[src/rtl/rv_issue_pkg.sv]
// Shared opcode constants, queue entry type and instruction-field helpers
// used by the dual-issue front end and its pairing checker.
package rv_issue_pkg;

    localparam logic [6:0] OP_LOAD   = 7'b0000011;
    localparam logic [6:0] OP_IMM    = 7'b0010011;
    localparam logic [6:0] OP_JALR   = 7'b1100111;
    localparam logic [6:0] OP_STORE  = 7'b0100011;
    localparam logic [6:0] OP_BRANCH = 7'b1100011;
    localparam logic [6:0] OP_LUI    = 7'b0110111;
    localparam logic [6:0] OP_AUIPC  = 7'b0010111;
    localparam logic [6:0] OP_JAL    = 7'b1101111;
    localparam logic [6:0] OP_REG    = 7'b0110011;

    // Canonical no-op: addi x0, x0, 0
    localparam logic [31:0] NOP = 32'h0000_0013;

    // One queue slot: fetch address plus the raw instruction word
    typedef struct packed {
        logic [31:0] pc;
        logic [31:0] inst;
    } q_entry_t;

    function automatic logic [4:0] rd_of(input logic [31:0] inst);
        return inst[11:7];
    endfunction

    function automatic logic [4:0] rs1_of(input logic [31:0] inst);
        return inst[19:15];
    endfunction

    function automatic logic [4:0] rs2_of(input logic [31:0] inst);
        return inst[24:20];
    endfunction

    // True when the instruction produces a register result other than x0.
    // Stores and branches reuse the rd bit field for immediate bits.
    function automatic logic has_rd(input logic [31:0] inst);
        logic [6:0] op;
        op = inst[6:0];
        return (op != OP_STORE) && (op != OP_BRANCH) && (inst[11:7] != 5'd0);
    endfunction

    // Every format except U and J carries a real rs1 operand
    function automatic logic reads_rs1(input logic [31:0] inst);
        logic [6:0] op;
        op = inst[6:0];
        return (op != OP_LUI) && (op != OP_AUIPC) && (op != OP_JAL);
    endfunction

    // Only R, S and B formats carry a real rs2 operand; elsewhere those
    // bits are immediate and must not create a false dependency
    function automatic logic reads_rs2(input logic [31:0] inst);
        logic [6:0] op;
        op = inst[6:0];
        return (op == OP_REG) || (op == OP_STORE) || (op == OP_BRANCH);
    endfunction

    // Branches and jumps may redirect, so nothing may issue beside them
    function automatic logic is_ctrl(input logic [31:0] inst);
        logic [6:0] op;
        op = inst[6:0];
        return (op == OP_BRANCH) || (op == OP_JAL) || (op == OP_JALR);
    endfunction

endpackage

[src/rtl/issue_dep_check.sv]
// Pairing test for the two head-of-queue instructions: the bta candidate may
// issue alongside alp only when it neither consumes alp's result nor follows
// a control-flow instruction.
module issue_dep_check
    import rv_issue_pkg::*;
(
    input  logic [31:0] inst_alp,
    input  logic [31:0] inst_bta,
    output logic        pair_ok
);

    logic raw_rs1;
    logic raw_rs2;
    logic ctrl_hazard;

    // Hazard detection; the result is a pure function of the two words
    always_comb begin
        // NOTE: every always_comb output gets a default first so no path can leave it unassigned and infer a latch.
        raw_rs1     = 1'b0;
        raw_rs2     = 1'b0;
        ctrl_hazard = is_ctrl(inst_alp);
        if (has_rd(inst_alp)) begin
            raw_rs1 = reads_rs1(inst_bta) && (rs1_of(inst_bta) == rd_of(inst_alp));
            raw_rs2 = reads_rs2(inst_bta) && (rs2_of(inst_bta) == rd_of(inst_alp));
        end
        pair_ok = !(raw_rs1 || raw_rs2 || ctrl_hazard);
    end

endmodule

[src/rtl/dual_issue_scheduler.sv]
// Two-way front end: fetches instruction pairs into a circular queue and
// issues one or two per cycle from its head to the alp/bta slots.
module dual_issue_scheduler
    import rv_issue_pkg::*;
#(
    parameter int          QDEPTH   = 4,
    parameter logic [31:0] RESET_PC = 32'h0000_0000
) (
    input  logic        clk,
    input  logic        rst,
    input  logic        ACKI_n,
    input  logic [31:0] IDT1,
    input  logic [31:0] IDT2,
    input  logic        stall,
    input  logic        redirect,
    input  logic [31:0] redirect_pc,
    output logic [31:0] IAD,
    output logic        fetch_req,
    output logic [31:0] inst_alp,
    output logic [31:0] inst_bta,
    output logic [31:0] pc_alp,
    output logic [31:0] pc_bta,
    output logic        valid_alp,
    output logic        valid_bta,
    output logic        is_plus8
);

    localparam int PTR_W = $clog2(QDEPTH);
    localparam int CNT_W = PTR_W + 1;

    // Fetch only while a whole pair still fits, judged before this cycle's pops
    localparam logic [CNT_W-1:0] FETCH_LIMIT = CNT_W'(QDEPTH - 2);

    q_entry_t         queue_mem [QDEPTH];
    logic [PTR_W-1:0] head;
    logic [PTR_W-1:0] tail;
    logic [CNT_W-1:0] count;

    logic [31:0] pc_alp_q;
    logic [31:0] pc_bta_q;

    logic             enq;
    logic             pair_ok;
    logic [PTR_W-1:0] head_next1;
    logic [PTR_W-1:0] tail_next1;
    logic [CNT_W-1:0] push_n;
    logic [CNT_W-1:0] pop_n;
    q_entry_t         entry_alp;
    q_entry_t         entry_bta;

    assign head_next1 = head + PTR_W'(1);
    assign tail_next1 = tail + PTR_W'(1);
    assign entry_alp  = queue_mem[head];
    assign entry_bta  = queue_mem[head_next1];

    issue_dep_check u_dep_check (
        .inst_alp (entry_alp.inst),
        .inst_bta (entry_bta.inst),
        .pair_ok  (pair_ok)
    );

    // Fetch request and enqueue qualification; redirect silences fetch
    always_comb begin
        fetch_req = (count <= FETCH_LIMIT) && !redirect;
        enq       = fetch_req && !ACKI_n;
        push_n    = enq ? CNT_W'(2) : '0;
    end

    // Issue selection from the queue head; stall or redirect suppress issue
    // while pc_* keep showing the head (or the last shown value when empty)
    always_comb begin
        valid_alp = 1'b0;
        valid_bta = 1'b0;
        inst_alp  = NOP;
        inst_bta  = NOP;
        pc_alp    = pc_alp_q;
        pc_bta    = pc_bta_q;
        if (count != '0) begin
            pc_alp = entry_alp.pc;
            if (!stall && !redirect) begin
                valid_alp = 1'b1;
                inst_alp  = entry_alp.inst;
            end
        end
        if (count >= CNT_W'(2)) begin
            pc_bta = entry_bta.pc;
            if (!stall && !redirect && pair_ok) begin
                valid_bta = 1'b1;
                inst_bta  = entry_bta.inst;
            end
        end
        is_plus8 = valid_alp && valid_bta;
        pop_n    = CNT_W'(valid_alp) + CNT_W'(valid_bta);
    end

    // Queue bookkeeping and fetch PC; redirect wins over enqueue and dequeue
    always_ff @(posedge clk or negedge rst) begin
        if (!rst) begin
            // NOTE: sequential state uses non-blocking assignments so every register samples pre-edge values.
            head     <= '0;
            tail     <= '0;
            count    <= '0;
            IAD      <= RESET_PC;
            pc_alp_q <= '0;
            pc_bta_q <= '0;
        end else begin
            pc_alp_q <= pc_alp;
            pc_bta_q <= pc_bta;
            if (redirect) begin
                head  <= '0;
                tail  <= '0;
                count <= '0;
                IAD   <= redirect_pc;
            end else begin
                head  <= head + pop_n[PTR_W-1:0];
                count <= count + push_n - pop_n;
                if (enq) begin
                    tail <= tail + PTR_W'(2);
                    IAD  <= IAD + 32'd8;
                end
            end
        end
    end

    // Queue storage writes; both halves of an acknowledged pair land together
    always_ff @(posedge clk) begin
        // NOTE: the storage array has no reset; count/head/tail gate every read, so stale contents are never visible.
        if (enq) begin
            queue_mem[tail]       <= '{pc: IAD,          inst: IDT1};
            queue_mem[tail_next1] <= '{pc: IAD + 32'd4,  inst: IDT2};
        end
    end

endmodule

[config.mk]
export PLATFORM = sky130hd
export DESIGN_NAME = dual_issue_scheduler
export DESIGN_NICKNAME = d
export VERILOG_FILES = /design/src/rtl/rv_issue_pkg.sv /design/src/rtl/issue_dep_check.sv /design/src/rtl/dual_issue_scheduler.sv
export SDC_FILE = /design/constraint.sdc
export NUM_CORES = 1
export LEC_CHECK = 0
export BUFFER_PORTS_ARGS = -buffer_cell sky130_fd_sc_hd__buf_4
export CAP_MARGIN = 20
export CORE_MARGIN = 3
export CORE_UTILIZATION = 58
export DETAILED_ROUTE_END_ITERATION = 8
export GPL_ROUTABILITY_DRIVEN = 0
export PLACE_DENSITY = 0.81
export SETUP_SLACK_MARGIN = 0.5
export SLEW_MARGIN = 5
export SYNTH_ARGS = -nofsm -noshare
export SYNTH_HDL_FRONTEND = slang
export SYNTH_HIERARCHICAL = 1
export SYNTH_SLANG_ARGS = --single-unit
[constraint.sdc]
create_clock -name clk -period 4.65 [get_ports clk]
set_input_delay 0.465 -clock clk [delete_from_list [all_inputs] [get_ports clk]]
set_output_delay 0.465 -clock clk [all_outputs]
set_load 0.02 [all_outputs]
======== Word-level counts from Yosys, hierarchy flattened ========
Memory sizes are Yosys's and may differ from the RTL's.
Cells that the tools add are included.
cells by class
  add/subtract/negate cells ............... 9
  order comparisons ....................... 2
  equal/unequal tests ..................... 13
  multiplexer cells ....................... 21
  reductions and logical operators ........ 24
operators with widths
  cell                                                 count
  2-to-1 mux 32 bit                                    8
  adder 32 x 3 -> 32 bit, second input constant        1
  adder 32 x 4 -> 32 bit, second input constant        1
  == test 7 bit, second input constant                 4
  == test 7 x 6 -> 1 bit, second input constant        2
  != test 7 x 6 -> 1 bit, second input constant        2
  != test 7 bit, second input constant                 2
  logical AND 1 bit                                    11
  == test 5 bit                                        2
  2-to-1 mux 1 bit                                     8
  2-to-1 mux 2 bit                                     4
  != test 7 x 5 -> 1 bit, second input constant        1
  logical OR 1 bit                                     6
  nonzero test 5 bit                                   1
  adder 2 x 1 -> 2 bit, second input constant          2
  zero test 1 bit                                      4
  adder 3 x 2 -> 3 bit                                 1
  >= comparator 3 x 2 -> 1 bit, second input constant  1
  <= comparator 3 x 2 -> 1 bit, second input constant  1
  2-to-1 mux 3 bit                                     1
  nonzero test 3 bit                                   1
  subtractor 3 x 2 -> 3 bit                            1
  adder 1 x 1 -> 2 bit                                 1
  adder 2 bit                                          1
  2 further kinds                                      2
storage, ports and cells
  bits in registers ....................... 103
  memory bits (writable) .................. 256
  input bits .............................. 101
  output and inout port bits .............. 164
  word-level logic and storage cells ...... 76
  memories ................................ 1
memory list
  name       depth  width  read ports  clocked after Yosys merged registers in  write ports  line                        text
  queue_mem  4      64     2           0                                        2            dual_issue_scheduler.sv:34  q_entry_t queue_mem [QDEPTH];

======== Longest topological paths before layout ========
Gate-level depths: netlist of the first run.
An unclocked memory read counts as a cell.
  depth in word-level cells ............... 16
  depth in mapped cells ................... 18
  gate-level depth less buffers ........... 15

======== Modules after synthesis ========
The synthesis of the first run kept the hierarchy.
by module, submodules not included
  module                instances  cells an instance  area each (µm²)  seq. area each (µm²)
  dual_issue_scheduler  1          1284               17913.4          10239.8
  issue_dep_check       1          30                 193.9            0.0

======== Least setup slack after synthesis of the first run ========
Ideal clock, no wire load.
  path kind ............................... flip-flop to flip-flop
  start ................................... register head[0]
  end ..................................... register count[2]
  library setup time ...................... 131 ps
  arrival time ............................ 4312 ps
  data required time ...................... 4519 ps
  slack ................................... 207 ps
  cell stages (with the launch flop) ...... 18
  path buffers ............................ 3
  cell sequence ........................... dfrtp_1 clkbuf_1 buf_2 mux4_2 or4_1 o32ai_1 a31oi_1 a21oi_1 nand3_1 clkbuf_1 inv_1 ha_1 inv_1 fa_1 ha_1 xnor2_1 xnor2_1 nor2_1
RTL lines
  item                    line                         text
  start, declared         dual_issue_scheduler.sv:35   logic [PTR_W-1:0] head;
  start signal, assigned  dual_issue_scheduler.sv:115  head <= head + pop_n[PTR_W-1:0];
  end signal, assigned    dual_issue_scheduler.sv:116  count <= count + push_n - pop_n;
  end, declared           dual_issue_scheduler.sv:37   logic [CNT_W-1:0] count;

==> metrics.md, run 1 <==
| Metric | Value |
|---|---|
| Status | `complete, no violations` |
| Final antenna-violating net count | `0` |
| Ys async rst share | `28.5%` |
| Number of rows in the core area | `64` |
| Area share of fa/ha/maj cells after synthesis | `0.525%` |
| Worst Tran Pin Value | `948 ps` |
| Buffer type at the clock tree root | `sky130_fd_sc_hd__clkbuf_16` |
| Via-to-Cell Ratio | `6.18` |
| XOR/XNOR share of the synthesized area | `3.58%` |
| Source-to-sink clock delay at the later pin of the worst-skew pair | `520 ps` |
| Worst Clk Skew | `23.2 ps` |
| Sequential-to-total area share from yosys stat | `56.6%` |
| Number of global-route vias before repair | `11700` |
| Detailed-route via count | `11500` |
| Util after Layout | `69.5%` |
| Total half-perimeter wirelength after legalization and detailed placement | `28900 um` |
| Headroom to the max-slew limit | `36.8%` |
| Flip-flop and latch count after synthesis | `358` |
| Final Instance Area | `0.0213 sq mm` |
| Data arrival, critical path | `3480 ps` |
| Most used flip-flop cell after synthesis | `sky130_fd_sc_hd__edfxtp_1` |
| Number of warnings printed during yosys synthesis | `6` |
| Pre-CTS setup slack | `527 ps` |
| Routed Wire Length | `43600 um` |
| Peak Freq | `254 MHz` |
| WHS Path Cells | `1` |
| Number of nets in the layout | `1542` |
| Critical setup path kind | `register to primary output` |
| Cells on worst reg2reg path | `15` |
| Share of synthesized area spent on multiplexers | `22.1%` |
| Die ar. | `0.0334 sq mm` |
| Slew Viols, Final | `0` |
| Wire length of the first global-routing pass | `67600 um` |
| Total overflow reported by the global router | `0` |
| Required time reported for the critical path endpoint | `4180 ps` |
| Synthesis-to-finish area growth | `17.6%` |
| Period utilisation layout | `84.8%` |
| Synthesized area divided by synthesized cell count | `13.8 sq um` |
| DIE HEIGHT | `183 um` |
| Count of pins on the block boundary | `265` |
| Largest net degree at the start of global routing | `77` |
| Cell type with the largest total area after synthesis | `sky130_fd_sc_hd__edfxtp_1` |
| Commonest non-fill, non-tap cells in the layout | `287 x sky130_fd_sc_hd__buf_4, 256 x sky130_fd_sc_hd__edfxtp_1, 153 x sky130_fd_sc_hd__nand2_1` |
| Number of levels the H-tree was split into | `2` |
| Area of the core | `0.0307 sq mm` |
| First-pass detailed-route iteration total | `5` |
| CTS Buffer Depth | `3` |
| Clock tree from TritonCTS | `done` |
| Fraction of layout instances using a drive strength above 1 | `42.2%` |
| Worst Path Max Fanout | `32` |
| Die Wd | `183 um` |
| Max Cap Violations | `0` |
| Setup violations, final | `0` |
| Clock Sinks | `358` |
| Number of clock buffers inserted by TritonCTS | `39` |
| Netlist area before placement | `0.0181 sq mm` |
| Kind of path behind the tightest hold check | `input pin to register` |
| Total DRC errors in the routed layout | `0` |
| Lkg Pwr | `0.00792 uW` |
| Routed wire length per instance | `23.4 um` |
| Dominant cells by area after synthesis | `sky130_fd_sc_hd__edfxtp_1 42%, sky130_fd_sc_hd__mux4_2 16%, sky130_fd_sc_hd__dfrtp_1 14%` |
| Port buffer count | `264` |
| Setup slack of the critical path after layout | `706 ps` |
| Clock-pin transition on the worst setup and hold timing paths | `60 ps` |
| Crit start category | `register` |
| Effective utilization at floorplan | `59.0%` |
| Starting DRC count in detailed routing | `1105` |
| Antenna violations before repair | `2` |
| Leading cell type in the layout, fill and taps excluded | `sky130_fd_sc_hd__buf_4` |
| Unrepaired setup endpoints after global routing | `no` |
| Post-synthesis simple-gate area fraction | `9.58%` |
| Dpl cell area | `0.0200 sq mm` |
| PD cells | `577 mW/mm^2` |
| Post-synth net total | `1422` |
| Sum of negative setup slack | `0 ps` |
| Distinct cells, synth | `57` |
| GRT Overall Usage | `26.0%` |
| Worst voltage drop across the vdd grid | `372 uV` |
| Area fraction in compound gates after synthesis | `2.58%` |
| Clock period minus final worst setup slack | `3940 ps` |
| Area fraction of the dominant cell type after synthesis | `42.5%` |
| Count of flip-flops with a built-in enable after synthesis | `256` |
| Sort of element at the end of the critical path | `primary output` |
| Synthesized netlist cell count | `1314` |
| Largest family of logic cells by synthesized area | `multiplexers` |
| Number of hold violations in the final report | `0` |
## power by group
part	internal (uW)	total, uW	switching [uW]
clock network	1680	2940	1260
registers	4080	4410	332
logic	2400	4940	2540
## routing by layer
layer | up-vias | track usage, % | wire length [um]
li1 | 4988 | - | -
met1 | 5820 | 36.7 | 17400
met2 | 589 | 41.1 | 21000
met3 | 108 | 4.33 | 3440
met4 | 0 | 10.6 | 1790
met5 | - | 0 | 0
## Yosys cell counts, types with 2 or more instances
cell type,count
sky130_fd_sc_hd__nand2b_1,4
sky130_fd_sc_hd__nor3_1,8
sky130_fd_sc_hd__xnor2_1,40
sky130_fd_sc_hd__or2_2,6
sky130_fd_sc_hd__and3_1,10
sky130_fd_sc_hd__a31o_2,3
sky130_fd_sc_hd__inv_1,9
sky130_fd_sc_hd__nand4_1,10
sky130_fd_sc_hd__edfxtp_1,256
sky130_fd_sc_hd__nor2b_1,36
sky130_fd_sc_hd__mux2_2,100
sky130_fd_sc_hd__a21o_1,3
sky130_fd_sc_hd__nor2_1,50
sky130_fd_sc_hd__buf_1,4
sky130_fd_sc_hd__o211ai_1,4
sky130_fd_sc_hd__clkbuf_1,174
sky130_fd_sc_hd__and2_1,31
sky130_fd_sc_hd__inv_2,2
sky130_fd_sc_hd__a21oi_1,5
sky130_fd_sc_hd__or4_1,2
sky130_fd_sc_hd__o21ai_0,18
sky130_fd_sc_hd__xor2_1,34
sky130_fd_sc_hd__mux4_2,128
sky130_fd_sc_hd__nand3_1,29
sky130_fd_sc_hd__buf_2,38
sky130_fd_sc_hd__nor4_2,3
sky130_fd_sc_hd__o311ai_0,9
sky130_fd_sc_hd__dfrtp_1,102
sky130_fd_sc_hd__a31oi_1,3
sky130_fd_sc_hd__ha_1,6
sky130_fd_sc_hd__nand2_1,153
sky130_fd_sc_hd__a221o_1,9
## area by class of cell
| class | instances | area [sq um] |
|---|---|---|
| repair buffers | 296 | 2290 |
| clock inverters | 21 | 168 |
| clock buffers | 49 | 1050 |
| well taps | 396 | 495 |
| flip-flops and latches | 358 | 10200 |
| inverters | 12 | 48.8 |
| diodes | 2 | 5.00 |
| fillers | 2030 | 9370 |
| multi-input cells | 727 | 6990 |
## flip-flops by register name, summed over array words and instances, names as in the netlist
signal / flops
queue_mem: 256
IAD: 32
pc_alp_q: 32
pc_bta_q: 32
count: 3
head: 2
tail: 1
## worst max-delay path, cell delays in order, from the launching register on
cell and delay, ps:
sky130_fd_sc_hd__dfrtp_4 530, sky130_fd_sc_hd__buf_12 150, sky130_fd_sc_hd__mux4_2 490, sky130_fd_sc_hd__or4_1 520, sky130_fd_sc_hd__o32ai_1 130, sky130_fd_sc_hd__a31oi_1 100, sky130_fd_sc_hd__a21oi_2 170, sky130_fd_sc_hd__nand3_1 140
sky130_fd_sc_hd__buf_8 220, sky130_fd_sc_hd__or2_2 340, sky130_fd_sc_hd__buf_4 170
## cells by family after synthesis
| logic type | Yosys count |
|---|---|
| AND/OR/NAND/NOR | 354 |
| adder cells (fa/ha/maj) | 7 |
| buffers and inverters | 229 |
| flip-flops | 358 |
| AO/OA/AOI/OAI | 64 |
| multiplexers | 228 |
| XOR/XNOR | 74 |
## stage by stage
| stage | hold slack [ps] | instances | power [uW] |
|---|---|---|---|
| global placement | 479 | 1780 | 9230 |
| finish | 145 | 1861 | 12300 |
| CTS | 124 | 1855 | 12300 |
| floorplan | 169 | 1314 | 7730 |
| global route | 132 | 1861 | 12900 |
| detailed placement | 486 | 1780 | 9340 |
## worst paths after layout
kind                              startpoint                to  slack, ps
worst max-delay path                 head[0]       inst_bta[4]        710
max in group asynchronous                rst       pc_bta_q[9]       3140
worst min register to register  pc_alp_q[21]      pc_alp_q[21]        490
min in group asynchronous                rst      pc_alp_q[13]        460
worst max register to register       head[0]          count[2]        820
worst min-delay path                IDT1[18]  queue_mem[2][18]        140
## timing repair
item,4_1_cts,5_1_grt
pin swaps,0,1
setup buffers,5,2
gates resized for setup,2,5
setup endpoints to repair,32,33
hold endpoints to repair,0,35
hold buffers,0,1
(Power assumes the default switching activity.)
==> inputs of run 2 (changes only) <==
ABC_AREA = 1   (was default)
CORE_UTILIZATION = 59   (was 58)
clock period = 3.8 ns   (was 4.65 ns; I/O delays follow)
==> metrics.md, run 2 <==
| Metric | Value |
|---|---|
| Status | `finished with violations` |
| Violated checks | `hold timing` |
| Dominant cells by area after synthesis | `sky130_fd_sc_hd__edfxtp_1 39%, sky130_fd_sc_hd__dfrtp_1 13%, sky130_fd_sc_hd__nand2_1 10%` |
| Critical setup path kind | `register to primary output` |
| Fraction of layout instances using a drive strength above 1 | `20.8%` |
| Slew Viols, Final | `0` |
| First-pass detailed-route iteration total | `8` |
| Via-to-Cell Ratio | `6.20` |
| Detailed-route via count | `18600` |
| Most numerous cell in the Yosys netlist | `sky130_fd_sc_hd__nand2_1` |
| Distinct cells, synth | `41` |
| Die Wd | `189 um` |
| Synthesized area divided by synthesized cell count | `8.19 sq um` |
| CTS Buffer Depth | `3` |
| Destination of the worst register-to-register timing path | `count[2]` |
| Antenna violations before repair | `1` |
| Commonest non-fill, non-tap cells in the layout | `539 x sky130_fd_sc_hd__nand2_1, 296 x sky130_fd_sc_hd__nor2_1, 274 x sky130_fd_sc_hd__buf_4` |
| DIE HEIGHT | `189 um` |
| Worst voltage drop across the vdd grid | `561 uV` |
| Synthesized netlist cell count | `2414` |
| Sort of element at the end of the critical path | `primary output` |
| Data arrival, critical path | `3270 ps` |
| Source-to-sink clock delay at the later pin of the worst-skew pair | `540 ps` |
| Die ar. | `0.0357 sq mm` |
| Cell type with the largest total area after synthesis | `sky130_fd_sc_hd__edfxtp_1` |
| Largest register FFs | `256` |
| Flip-flop and latch count after synthesis | `358` |
| Biggest register | `queue_mem` |
| Period utilisation layout | `96.0%` |
| Post-synth net total | `2522` |
| Hold bufs inserted after CTS | `0` |
| Starting DRC count in detailed routing | `3177` |
| Largest net degree at the start of global routing | `82` |
| Total overflow reported by the global router | `0` |
| Worst Path Max Fanout | `17` |
| Number of warnings printed during yosys synthesis | `6` |
| Clock tree from TritonCTS | `done` |
| Most used flip-flop cell after synthesis | `sky130_fd_sc_hd__edfxtp_1` |
| Clock-pin transition on the worst setup and hold timing paths | `60 ps` |
| Headroom to the max-slew limit | `41.5%` |
| Startpoint of the most critical register-to-register path | `head[0]` |
| Unrepaired setup endpoints after global routing | `yes` |
| Number of levels the H-tree was split into | `2` |
| Lkg Pwr | `0.00999 uW` |
| Number of rows in the core area | `66` |
| Ys async rst share | `28.5%` |
| Routed wire length per instance | `21.7 um` |
| Cells on worst reg2reg path | `18` |
| Area fraction of the dominant cell type after synthesis | `38.9%` |
| GRT Overall Usage | `33.8%` |
| Sum of negative setup slack | `0 ps` |
| Max Cap Violations | `0` |
| Total half-perimeter wirelength after legalization and detailed placement | `39900 um` |
| Clock Sinks | `358` |
| Peak Freq | `274 MHz` |
| Routed Wire Length | `65200 um` |
| Synth cell count leaders | `545 x sky130_fd_sc_hd__nand2_1, 328 x sky130_fd_sc_hd__nor2_1, 273 x sky130_fd_sc_hd__o21ai_0` |
| Count of flip-flops with a built-in enable after synthesis | `256` |
| Final antenna-violating net count | `0` |
| Count of pins on the block boundary | `265` |
| Number of global-route vias before repair | `17400` |
| Number of hold violations in the final report | `55` |
| Worst Tran Pin Value | `878 ps` |
| Port buffer count | `264` |
| Leading cell type in the layout, fill and taps excluded | `sky130_fd_sc_hd__nand2_1` |
| Required time reported for the critical path endpoint | `3420 ps` |
| Flop2flop setup slack | `200 ps` |
| Synthesis-to-finish area growth | `21.2%` |
| Sequential-to-total area share from yosys stat | `51.8%` |
| Number of clock buffers inserted by TritonCTS | `40` |
| Setup violations, final | `0` |
| Number of nets in the layout | `2634` |
| Clock period minus final worst setup slack | `3650 ps` |
| Final Hold Slack | `-16.2 ps` |
| Kind of path behind the tightest hold check | `input pin to asynchronous set/reset pin` |
| Crit start category | `register` |
| PD cells | `789 mW/mm^2` |
| Effective utilization at floorplan | `60.3%` |
| Area of the core | `0.0328 sq mm` |
| Netlist area before placement | `0.0198 sq mm` |
| Worst Clk Skew | `20.0 ps` |
| Total DRC errors in the routed layout | `0` |
| Wire length of the first global-routing pass | `94800 um` |
| Buffer type at the clock tree root | `sky130_fd_sc_hd__clkbuf_16` |
run 2: cell count changes in the layout (fill, tap and decap cells not counted), moves of 32 or more:
| cell | change |
|---|---|
| sky130_fd_sc_hd__buf_6 | +37 |
| sky130_fd_sc_hd__nor2b_1 | -36 |
| sky130_fd_sc_hd__a21oi_1 | +73 |
| sky130_fd_sc_hd__o21ai_0 | +247 |
| sky130_fd_sc_hd__nand3_1 | +33 |
| sky130_fd_sc_hd__mux2_2 | -100 |
| sky130_fd_sc_hd__mux4_2 | -128 |
| sky130_fd_sc_hd__nand2_1 | +386 |
| sky130_fd_sc_hd__inv_1 | +233 |
| sky130_fd_sc_hd__xnor2_1 | -34 |
| sky130_fd_sc_hd__nor2_4 | +32 |
| sky130_fd_sc_hd__nor2_1 | +248 |
| sky130_fd_sc_hd__a31oi_1 | +53 |
run 2: where the power goes:
| group | leakage (uW) | total [uW] | internal (uW) | switching, uW |
|---|---|---|---|---|
| clock | 0.000599 | 3720 | 2150 | 1580 |
| sequential | 0.00352 | 5590 | 5080 | 514 |
| combinational | 0.00588 | 9600 | 3330 | 6270 |
run 2: metrics by stage:
stage               power [uW]  instances  setup WS, ps  cell area [sq um]  util [%]
finish                   18900       3002           153              24000      73.1
global route             19700       3001          38.7              24000      73.1
CTS                      18200       2993           317              23600      71.8
detailed placement       13800       2895           234              21500      65.7
global placement         13600       2895           366              21500      65.7
floorplan                10800       2414           507              19800         -
run 2: repair_timing:
item	CTS	global route
gates resized for setup	117	71
gates cloned	5	3
endpoints found under the setup margin	81	63
buffers inserted	19	4
pin swaps	27	31
run 2: cell families after synthesis:
group           synth area share [%]
simple gates                    19.8
buf+inv                         11.3
compound gates                  15.2
flops                           51.8
xor+xnor                        1.41
fa+ha+maj                      0.481
run 2: critical path, stage by stage, from the launching register on:
cell	delay [ps]
sky130_fd_sc_hd__dfrtp_4	510
sky130_fd_sc_hd__buf_4	140
sky130_fd_sc_hd__bufbuf_16	280
sky130_fd_sc_hd__o21ai_0	130
sky130_fd_sc_hd__o22ai_1	210
sky130_fd_sc_hd__inv_1	90
sky130_fd_sc_hd__nor2_1	180
sky130_fd_sc_hd__nand4_1	160
sky130_fd_sc_hd__a21oi_1	330
sky130_fd_sc_hd__a21oi_4	60
sky130_fd_sc_hd__nand3_4	120
sky130_fd_sc_hd__buf_12	140
sky130_fd_sc_hd__clkbuf_16	200
sky130_fd_sc_hd__nor2_4	40
sky130_fd_sc_hd__buf_6	130
run 2: final cells by class:
cell class	instances	area, sq um
flip-flops and latches	358	10200
clock buffers	54	1080
multi-input cells	1528	7800
fillers	2259	8820
clock inverters	20	156
inverters	257	1000
repair buffers	341	3120
diodes	2	5.00
well taps	442	553
run 2: routing by layer:
metal	track usage, %	vias up	part of all wire, %	routed length (um)
li1	-	8053	-	-
met1	45.4	8622	36	23200
met2	52.2	1645	45	29600
met3	8.55	304	14	9190
met4	15.2	0	5.0	3240
met5	0	-	0	0
run 2: how the worst max path moves through the flow:
| stage | start | endpoint | slack [ps] | depth (start not counted) |
|---|---|---|---|---|
| 2_1_floorplan | head[0] | count[2] | 510 | 23 |
| 3_3_place_gp | head[0] | count[2] | 370 | 17 |
| 3_5_place_dp | head[0] | count[2] | 230 | 17 |
| 4_1_cts | head[0] | inst_bta[24] | 320 | 17 |
| 5_1_grt | head[0] | inst_bta[19] | 40 | 15 |
| 6_report | head[0] | inst_bta[19] | 150 | 14 |
